## config.mk

```make
export PLATFORM = sky130hd
export DESIGN_NAME = matrix_mult_sequencer
export DESIGN_NICKNAME = d
export VERILOG_FILES = /design/src/rtl/mm_pkg.sv /design/src/rtl/mm_addr_gen.sv /design/src/rtl/matrix_mult_sequencer.sv
export SDC_FILE = /design/constraint.sdc
export NUM_CORES = 1
export LEC_CHECK = 0
export BUFFER_PORTS_ARGS = -buffer_cell sky130_fd_sc_hd__buf_4
export CORE_UTILIZATION = 52
export CTS_BUF_LIST = sky130_fd_sc_hd__clkbuf_8
export DETAILED_ROUTE_END_ITERATION = 8
export GPL_ROUTABILITY_DRIVEN = 0
export PLACE_DENSITY_LB_ADDON = 0.1
export SETUP_SLACK_MARGIN = 0.4
export SYNTH_ARGS = -nofsm -noshare
export SYNTH_HDL_FRONTEND = slang
export SYNTH_SLANG_ARGS = --single-unit
```

## constraint.sdc

```tcl
create_clock -name clk -period 5.5 [get_ports clk]
set_input_delay 0.55 -clock clk [delete_from_list [all_inputs] [get_ports clk]]
set_output_delay 0.55 -clock clk [all_outputs]
set_load 0.01 [all_outputs]
```

## src/rtl/mm_pkg.sv

```systemverilog
// Shared definitions for the matrix-multiply sequencer: config layout, default
// memory map and the FSM state encoding.
package mm_pkg;

   localparam int DEF_DIM_W = 8;

   // Field index within cfg; bit offset is index * DIM_W, rowsA in the top field
   localparam int CFG_ROWS_A = 3;
   localparam int CFG_COLS_A = 2;
   localparam int CFG_ROWS_B = 1;
   localparam int CFG_COLS_B = 0;

   localparam int DEF_A_BASE = 2;
   localparam int DEF_B_BASE = 1026;
   localparam int DEF_C_BASE = 2050;

   localparam int STATUS_START_BIT = 31;

   typedef enum logic [3:0] {
      IDLE, CHECK, RD_A, RD_B, CAP, ISSUE, WAIT_RES, WRITE, DONE, ERR
   } mm_state_e;

endpackage

```

## src/rtl/mm_addr_gen.sv

```systemverilog
// i/j/k loop counters with incremental row bases; produces the A, B and C
// word addresses without any multiplier.
module mm_addr_gen #(
   parameter int ADDR_W = 12,
   parameter int DIM_W  = 8,
   parameter int A_BASE = 2,
   parameter int B_BASE = 1026,
   parameter int C_BASE = 2050
) (
   input  logic              clk,
   input  logic              reset,
   input  logic [DIM_W-1:0]  dim_m,
   input  logic [DIM_W-1:0]  dim_k,
   input  logic [DIM_W-1:0]  dim_n,
   input  logic              clear,
   input  logic              k_step,
   input  logic              wr_step,
   output logic [ADDR_W-1:0] rd_a_addr,
   output logic [ADDR_W-1:0] rd_b_addr,
   output logic [ADDR_W-1:0] wr_addr,
   output logic              k_first,
   output logic              k_last,
   output logic              j_last,
   output logic              i_last
);

   logic [DIM_W-1:0]  i_cnt, j_cnt, k_cnt;
   logic [ADDR_W-1:0] a_row, b_row, c_row;

   // a_row = i*K, b_row = k*N, c_row = i*N, all maintained by addition
   always_ff @(posedge clk or posedge reset) begin
      if (reset) begin
         i_cnt <= '0;
         j_cnt <= '0;
         k_cnt <= '0;
         a_row <= '0;
         b_row <= '0;
         c_row <= '0;
      end else if (clear) begin
         i_cnt <= '0;
         j_cnt <= '0;
         k_cnt <= '0;
         a_row <= '0;
         b_row <= '0;
         c_row <= '0;
      end else if (k_step) begin
         k_cnt <= k_cnt + DIM_W'(1);
         b_row <= b_row + ADDR_W'(dim_n);
      end else if (wr_step) begin
         k_cnt <= '0;
         b_row <= '0;
         if (j_last) begin
            j_cnt <= '0;
            i_cnt <= i_cnt + DIM_W'(1);
            a_row <= a_row + ADDR_W'(dim_k);
            c_row <= c_row + ADDR_W'(dim_n);
         end else begin
            j_cnt <= j_cnt + DIM_W'(1);
         end
      end
   end

   assign rd_a_addr = ADDR_W'(A_BASE) + a_row + ADDR_W'(k_cnt);
   assign rd_b_addr = ADDR_W'(B_BASE) + b_row + ADDR_W'(j_cnt);
   assign wr_addr   = ADDR_W'(C_BASE) + c_row + ADDR_W'(j_cnt);

   assign k_first = (k_cnt == '0);
   assign k_last  = (k_cnt == dim_k - DIM_W'(1));
   assign j_last  = (j_cnt == dim_n - DIM_W'(1));
   assign i_last  = (i_cnt == dim_m - DIM_W'(1));

endmodule

```

## src/rtl/matrix_mult_sequencer.sv

```systemverilog
// Control sequencer for the FP32 matrix-multiply engine: fetches A/B operand
// pairs, streams them to an external MAC and writes each C element back.
module matrix_mult_sequencer
   import mm_pkg::*;
#(
   parameter int DATA_W  = 32,
   parameter int ADDR_W  = 12,
   parameter int DIM_W   = DEF_DIM_W,
   parameter int MAX_DIM = 32,
   parameter int A_BASE  = DEF_A_BASE,
   parameter int B_BASE  = DEF_B_BASE,
   parameter int C_BASE  = DEF_C_BASE
) (
   input  logic               clk,
   input  logic               reset,
   input  logic               start,
   input  logic [4*DIM_W-1:0] cfg,
   output logic               mem_rd_en,
   output logic [ADDR_W-1:0]  mem_rd_addr,
   input  logic [DATA_W-1:0]  mem_rd_data,
   output logic               mem_wr_en,
   output logic [ADDR_W-1:0]  mem_wr_addr,
   output logic [DATA_W-1:0]  mem_wr_data,
   output logic               mac_valid,
   input  logic               mac_ready,
   output logic [DATA_W-1:0]  mac_a,
   output logic [DATA_W-1:0]  mac_b,
   output logic               mac_first,
   output logic               mac_last,
   input  logic               mac_res_valid,
   input  logic [DATA_W-1:0]  mac_res,
   output logic               busy,
   output logic               done,
   output logic               error
);

   localparam int M_LSB  = CFG_ROWS_A * DIM_W;
   localparam int K_LSB  = CFG_COLS_A * DIM_W;
   localparam int K2_LSB = CFG_ROWS_B * DIM_W;
   localparam int N_LSB  = CFG_COLS_B * DIM_W;

   mm_state_e state_q, state_d;

   logic [DIM_W-1:0]  dim_m, dim_k, dim_k2, dim_n;
   logic [DATA_W-1:0] a_reg, b_reg, c_reg;
   logic              done_q, error_q;
   logic              latch_cfg, set_done, set_error;
   logic              ag_clear, k_step, wr_step;
   logic [ADDR_W-1:0] rd_a_addr, rd_b_addr, wr_addr;
   logic              k_first, k_last, j_last, i_last;

   function automatic logic dims_bad(input logic [DIM_W-1:0] m, input logic [DIM_W-1:0] k,
                                     input logic [DIM_W-1:0] k2, input logic [DIM_W-1:0] n);
      dims_bad = (k != k2) || (m == '0) || (k == '0) || (k2 == '0) || (n == '0) ||
                 (int'(m) > MAX_DIM) || (int'(k) > MAX_DIM) ||
                 (int'(k2) > MAX_DIM) || (int'(n) > MAX_DIM);
   endfunction

   mm_addr_gen #(
      .ADDR_W (ADDR_W),
      .DIM_W  (DIM_W),
      .A_BASE (A_BASE),
      .B_BASE (B_BASE),
      .C_BASE (C_BASE)
   ) u_addr_gen (
      .clk       (clk),
      .reset     (reset),
      .dim_m     (dim_m),
      .dim_k     (dim_k),
      .dim_n     (dim_n),
      .clear     (ag_clear),
      .k_step    (k_step),
      .wr_step   (wr_step),
      .rd_a_addr (rd_a_addr),
      .rd_b_addr (rd_b_addr),
      .wr_addr   (wr_addr),
      .k_first   (k_first),
      .k_last    (k_last),
      .j_last    (j_last),
      .i_last    (i_last)
   );

   always_ff @(posedge clk or posedge reset) begin
      if (reset) state_q <= IDLE;
      else       state_q <= state_d;
   end

   always_comb begin
      state_d     = state_q;
      latch_cfg   = 1'b0;
      set_done    = 1'b0;
      set_error   = 1'b0;
      ag_clear    = 1'b0;
      k_step      = 1'b0;
      wr_step     = 1'b0;
      mem_rd_en   = 1'b0;
      mem_rd_addr = '0;
      mem_wr_en   = 1'b0;
      mem_wr_addr = '0;
      mac_valid   = 1'b0;
      mac_first   = 1'b0;
      mac_last    = 1'b0;
      busy        = 1'b0;
      case (state_q)
         IDLE, DONE, ERR: begin
            if (start) begin
               latch_cfg = 1'b1;
               state_d   = CHECK;
            end
         end
         CHECK: begin
            busy = 1'b1;
            if (dims_bad(dim_m, dim_k, dim_k2, dim_n)) begin
               set_done  = 1'b1;
               set_error = 1'b1;
               state_d   = ERR;
            end else begin
               ag_clear = 1'b1;
               state_d  = RD_A;
            end
         end
         RD_A: begin
            busy        = 1'b1;
            mem_rd_en   = 1'b1;
            mem_rd_addr = rd_a_addr;
            state_d     = RD_B;
         end
         RD_B: begin
            busy        = 1'b1;
            mem_rd_en   = 1'b1;
            mem_rd_addr = rd_b_addr;
            state_d     = CAP;
         end
         CAP: begin
            busy    = 1'b1;
            state_d = ISSUE;
         end
         // Operands and k only move on the handshake, so the pair holds while stalled
         ISSUE: begin
            busy      = 1'b1;
            mac_valid = 1'b1;
            mac_first = k_first;
            mac_last  = k_last;
            if (mac_ready) begin
               if (k_last) begin
                  state_d = WAIT_RES;
               end else begin
                  k_step  = 1'b1;
                  state_d = RD_A;
               end
            end
         end
         WAIT_RES: begin
            busy = 1'b1;
            if (mac_res_valid) state_d = WRITE;
         end
         WRITE: begin
            busy        = 1'b1;
            mem_wr_en   = 1'b1;
            mem_wr_addr = wr_addr;
            wr_step     = 1'b1;
            if (i_last && j_last) begin
               set_done = 1'b1;
               state_d  = DONE;
            end else begin
               state_d = RD_A;
            end
         end
         default: state_d = IDLE;
      endcase
   end

   always_ff @(posedge clk or posedge reset) begin
      if (reset) begin
         dim_m   <= '0;
         dim_k   <= '0;
         dim_k2  <= '0;
         dim_n   <= '0;
         a_reg   <= '0;
         b_reg   <= '0;
         c_reg   <= '0;
         done_q  <= 1'b0;
         error_q <= 1'b0;
      end else begin
         if (latch_cfg) begin
            dim_m   <= cfg[M_LSB +: DIM_W];
            dim_k   <= cfg[K_LSB +: DIM_W];
            dim_k2  <= cfg[K2_LSB +: DIM_W];
            dim_n   <= cfg[N_LSB +: DIM_W];
            done_q  <= 1'b0;
            error_q <= 1'b0;
         end
         if (state_q == RD_B) a_reg <= mem_rd_data;
         if (state_q == CAP)  b_reg <= mem_rd_data;
         if (state_q == WAIT_RES && mac_res_valid) c_reg <= mac_res;
         if (set_done)  done_q  <= 1'b1;
         if (set_error) error_q <= 1'b1;
      end
   end

   assign mac_a       = a_reg;
   assign mac_b       = b_reg;
   assign mem_wr_data = c_reg;
   assign done        = done_q;
   assign error       = error_q;

endmodule

```

==> reports/qor.csv, run 1 <==
metric,value,unit
outcome,"finished, final reports clean",
CTS H-tree depth,4,
vias per cell,5.66,
async set or reset register ratio after synthesis,100,%
Slew Limit Fails,0,
DR iter-0 viols,386,
Worst-Margin Slew,997,ps
Sink Count,194,
most frequent cells in the layout,"239 x buf_4, 194 x dfrtp_1, 131 x mux2_2",
number of global-route vias before repair,8959,
"Clk pin slew, worst setup/hold paths",120,ps
Worst Path Required,4950,ps
crit end category,output port,
placed insts,1512,
Resized Gates After CTS,0,
DP HPWL,21000,um
Comb power frac,40.0,%
Final Util,64.7,%
total gr overflow,0,
LEAKAGE,6.69,nW
width of the die,150,um
Post-CTS Setup Bufs,0,
Inserted Diodes,0,
fmax,234,MHz
initial antenna violation count,0,
top_reg_cell synth,dfrtp_1,
largest net degree at the start of global routing,77,
io pins,229,
Flop pwr share,42.9,%
fill count,1771,
Clock Tree Buf Depth,2,
cell area power density,403,mW/mm2
Post-Route WL,28300,um
Post-Synthesis Cells,1043,
power share of the clock group,17.2,%
Die Y,150,um
die area,0.0226,mm2
DR WL/cell,18.3,um
"Seq/Total Area, Yosys",42.5,%
period utilization,77.6,%
critical path type,reg -> out,
clk root buf,clkbuf_8,
Max-cap violations,0,
Layout Skew,23.3,ps
Post-DRT Antenna Nets,0,
drt pass-1 iters,4,
DR DRC count,0,
"Cell Area, Synth",0.0114,mm2
Switch Pwr,0.00211,W
"commonest non-fill, non-tap cell in the layout",buf_4,
post-route minimum period,4270,ps
"Clk Latency, worst-skew pair",480,ps
fin nets,1446,
CTS Buf Count,17,
Hold Slack,291,ps
# setup viols final,0,
cts hold-fix bufs,1,
All-Layer GR Usage,26.1,%
setup TNS,0,ps
Avg Synthesized Cell Area,11.0,um2
Slew HR,33.5,%
via count,8740,
Hold Crit Class,in -> reg,
worst path arrival time,3720,ps
first-pass GRT wire length,45500,um
switching share of power,38.0,%
Ys Warns,0,
initial core utilization,53.7,%
share of post-route cells with drive strength above 1,32.9,%
maximum VDD drop,0.000273,V
Port Buffers,228,
Rows,53,
crit path launch type,flip-flop,
final hold vios,0,
RSZ-0062 raised after global routing,false,
total power draw,0.00555,W
fin cells,1544,
Post-synth EDFFs,0,
"FF+latch count, synth",194,
distinct cell type count after synthesis,71,
P_int,0.00344,W
CTS tree,yes,
synth-to-layout area growth,20.5,%
syn_nets,1232,
CP max FO,5,
core area,0.0213,mm2
-- per-layer routing --
metal / vias up / track usage, % / wire, um
met1: 4275 / 32.2 / 11900
met5: - / 0 / 0
met4: 0 / 7.53 / 514
li1: 4186 / - / -
met3: 36 / 7.42 / 2080
met2: 243 / 44.3 / 13800
-- through the flow --
stage | instance area (um2) | worst slack (ps)
after detailed placement | 13400 | 1810
after floorplan | 11400 | 2180
after global placement | 13400 | 1810
after CTS | 13800 | 1240
after global routing | 13800 | 959
final | 13800 | 1230
-- critical path, stage by stage, from the launching register on --
cell and delay (ps):
dfrtp_1 450, inv_1 90, ha_1 270, inv_1 40, ha_1 220, fa_1 420
a21o_1 180, a21oi_1 210, o21ai_0 160, o41ai_1 520, xnor2_1 190, nor2_1 60
a211oi_1 270, buf_4 180
-- Yosys cell counts (all sizes together) (14+ instances only) --
library cell  number  area [um2]
mux2             131        1480
xnor2             43         377
dfrtp            194        4850
clkbuf            24        90.1
a22o              14         123
nor3              29         178
ha                82        1030
mux2i             22         220
inv               32         120
xor2              41         359
o21ai             36         180
nor2              92         345
nand2             35         131
buf               21         139
a21oi             45         225
nand4             14        87.6
-- logic make-up after synthesis --
logic type | after synthesis | share of synthesized area, %
AOI/OAI and AO/OA | 185 | 11.2
DFF | 194 | 42.5
and+or+nand+nor | 262 | 12.0
buffers and inverters | 77 | 3.05
xor gates and xnor gates | 84 | 6.44
muxes | 153 | 14.8
adders and majority gates | 88 | 10.0
-- flip-flops by register name, summed over array words and instances, names as in the netlist, 12 cells and up --
name              cells
u_addr_gen.b_row     12
u_addr_gen.a_row     12
mac_a                32
mac_b                32
u_addr_gen.c_row     12
mem_wr_data          32
-- cell type report --
type	instances	area, um2	area share, %
Multi-Input combinational cell	772	6230	45.3
Sequential cell	194	4850	35.2
Timing Repair Buffer	240	1800	13.1
Tap cell	275	344	2.50
Clock buffer	17	234	1.70
Clock inverter	14	180	1.31
Inverter	32	124	0.899
-- final timing paths --
kind / end / slack [ps] / depth (start not counted) / start
hold / removal: mem_wr_data[9]$_DFFE_PP0P_ / 290 / 2 / mac_res[9]
setup / recovery: mem_rd_addr[9] / 1230 / 13 / u_addr_gen.k_cnt[1]$_DFFE_PP0P_
max in group asynchronous: u_addr_gen.j_cnt[2]$_DFFE_PP0P_ / 3730 / 4 / reset
setup reg to reg: u_addr_gen.c_row[10]$_DFFE_PP0P_ / 2000 / 9 / dim_n[1]$_DFFE_PP0P_
min in group asynchronous: mem_wr_data[2]$_DFFE_PP0P_ / 520 / 3 / reset
hold reg to reg: done$_DFFE_PP0P_ / 500 / 1 / done$_DFFE_PP0P_
-- power by group through the flow --
stage               combinational, W  clock (W)  sequential [W]
finish                       0.00222   0.000953         0.00238
detailed placement           0.00223          0         0.00240
CTS                          0.00224   0.000981         0.00238
floorplan                    0.00137          0         0.00234
global route                 0.00244    0.00103         0.00245
global placement             0.00218          0         0.00238
Power figures use the tool's default switching activity.
==> run 2, diff against run 1 <==
--- a/config.mk
+++ b/config.mk
@@ -6,7 +6,7 @@
 export NUM_CORES = 1
 export LEC_CHECK = 0
 export BUFFER_PORTS_ARGS = -buffer_cell sky130_fd_sc_hd__buf_4
-export CORE_UTILIZATION = 52
+export CORE_UTILIZATION = 58
 export CTS_BUF_LIST = sky130_fd_sc_hd__clkbuf_8
 export DETAILED_ROUTE_END_ITERATION = 8
 export GPL_ROUTABILITY_DRIVEN = 0
==> constraint.sdc (replaced) <==
create_clock -name clk -period 4.09 [get_ports clk]
set_input_delay 0.409 -clock clk [delete_from_list [all_inputs] [get_ports clk]]
set_output_delay 0.409 -clock clk [all_outputs]
set_load 0.01 [all_outputs]
==> reports/qor.csv, run 2 (synthesized netlist as in run 1, its figures left out) <==
metric,value,unit
switching share of power,38.1,%
initial core utilization,60.1,%
CTS tree,yes,
fin cells,1547,
Die Y,142,um
Clock Tree Buf Depth,2,
CP Cell Sequence,ha_1 > ha_1 > a21o_1 > a21oi_1 > nand2b_1 > a211o_1 > a31o_2 > a21oi_1 > a211oi_2 > buf_4,
crit path launch type,flip-flop,
first-pass GRT wire length,45200,um
Port Buffers,228,
CTS H-tree depth,4,
crit path launch,u_addr_gen.j_cnt[2]$_DFFE_PP0P_,
width of the die,142,um
die area,0.0203,mm2
Post-DRT Antenna Nets,0,
vias per cell,5.77,
"Clk Latency, worst-skew pair",490,ps
CP max stage cell,dfrtp_1,
Worst-Margin Slew,871,ps
most frequent cells in the layout,"256 x buf_4, 193 x dfrtp_1, 131 x mux2_2",
P_int,0.00466,W
Hold Crit Class,in -> async,
final worst slack,527,ps
power share of the clock group,17.1,%
Sink Count,194,
final hold vios,0,
Comb power frac,40.5,%
crit end category,output port,
"Clk pin slew, worst setup/hold paths",130,ps
placed insts,1504,
core area,0.0190,mm2
LEAKAGE,6.80,nW
largest net degree at the start of global routing,122,
worst r2r src,dim_k[0]$_DFFE_PP0P_,
DR iter-0 viols,511,
fmax,281,MHz
synth-to-layout area growth,22.5,%
WP buf/inv,1,
Max-cap violations,0,
CTS Buf Count,17,
critical path type,reg -> out,
cts hold-fix bufs,0,
DR WL/cell,18.5,um
Flop pwr share,42.5,%
Slew Limit Fails,0,
Slew HR,41.8,%
total gr overflow,0,
Inserted Diodes,0,
CP max FO,9,
drt pass-1 iters,5,
number of global-route vias before repair,8807,
Worst Path Required,3680,ps
Rows,50,
Post-Route WL,28700,um
via count,8922,
outcome,"finished, final reports clean",
RSZ-0062 raised after global routing,false,
clk root buf,clkbuf_8,
"commonest non-fill, non-tap cell in the layout",buf_4,
period utilization,87.1,%
share of post-route cells with drive strength above 1,35.4,%
maximum VDD drop,0.000378,V
dpl ws,520,ps
DR DRC count,0,
worst path arrival time,3150,ps
Crit path max-delay family,compound AO/OA/AOI/OAI gates,
post-route minimum period,3560,ps
fin nets,1463,
cell area power density,537,mW/mm2
setup TNS,0,ps
Worst R2R Path Depth,10,
Reg2Reg Capture Point,u_addr_gen.b_row[2]$_DFFE_PP0P_,
Final Util,73.6,%
FF-to-FF setup slack,930,ps
All-Layer GR Usage,28.8,%
Switch Pwr,0.00287,W
io pins,229,
initial antenna violation count,0,
DP HPWL,20900,um
Layout Skew,28.7,ps
crit-path max cell delay,510,ps
# setup viols final,0,
run 2: changes by cell type in the layout (fill, tap and decap cells not counted), sizes merged:
cell / change
buf: +18
clkinv: +1
clkinvlp: +1
dlygate4sd3: -1
inv: -1
run 2: cell type report:
cell class              instances  area [um2]
clock buffers                  17         234
clock inverters                15         190
fillers                      1408        5020
inverters                      32         124
multi-input cells             772        6320
flip-flops and latches        194        4860
well taps                     260         325
repair buffers                257        1940
run 2: worst max path at each step:
stage                                 end  slack (ps)  cells after the start
after floorplan            mem_rd_addr[9]         920                     12
after global placement     mem_rd_addr[9]         520                     13
after detailed placement   mem_rd_addr[9]         520                     13
after CTS                 mem_rd_addr[10]         410                     10
after global routing       mem_rd_addr[9]         380                     14
final                     mem_rd_addr[10]         530                     10
run 2: stage by stage:
| stage | hold slack [ps] | power (W) | instance area (um2) |
|---|---|---|---|
| after global routing | 31.4 | 0.00798 | 14000 |
| after floorplan | 471 | 0.00499 | 11400 |
| final | 0.115 | 0.00752 | 14000 |
| after detailed placement | 470 | 0.00623 | 13400 |
| after CTS | 2.20 | 0.00754 | 13900 |
| after global placement | 463 | 0.00611 | 13400 |
run 2: power by group through the flow:
stage          sequential, W  combinational, W  clock [W]
2_1_floorplan        0.00315           0.00184          0
3_3_place_gp         0.00319           0.00292          0
3_5_place_dp         0.00323           0.00300          0
4_1_cts              0.00319           0.00304    0.00131
5_1_grt              0.00329           0.00331    0.00138
6_report             0.00319           0.00304    0.00128
run 2: repair_timing:
action,CTS,global route
setup endpoints to repair,4,6
setup buffers,4,7
gates cloned,0,0
pin swaps,3,13
resized for setup,8,15
run 2: layer usage:
layer | routed length (um) | track usage, %
met5 | 0 | 0
met4 | 630 | 8.66
met3 | 1960 | 8.24
met2 | 14000 | 47.3
met1 | 12100 | 36.9
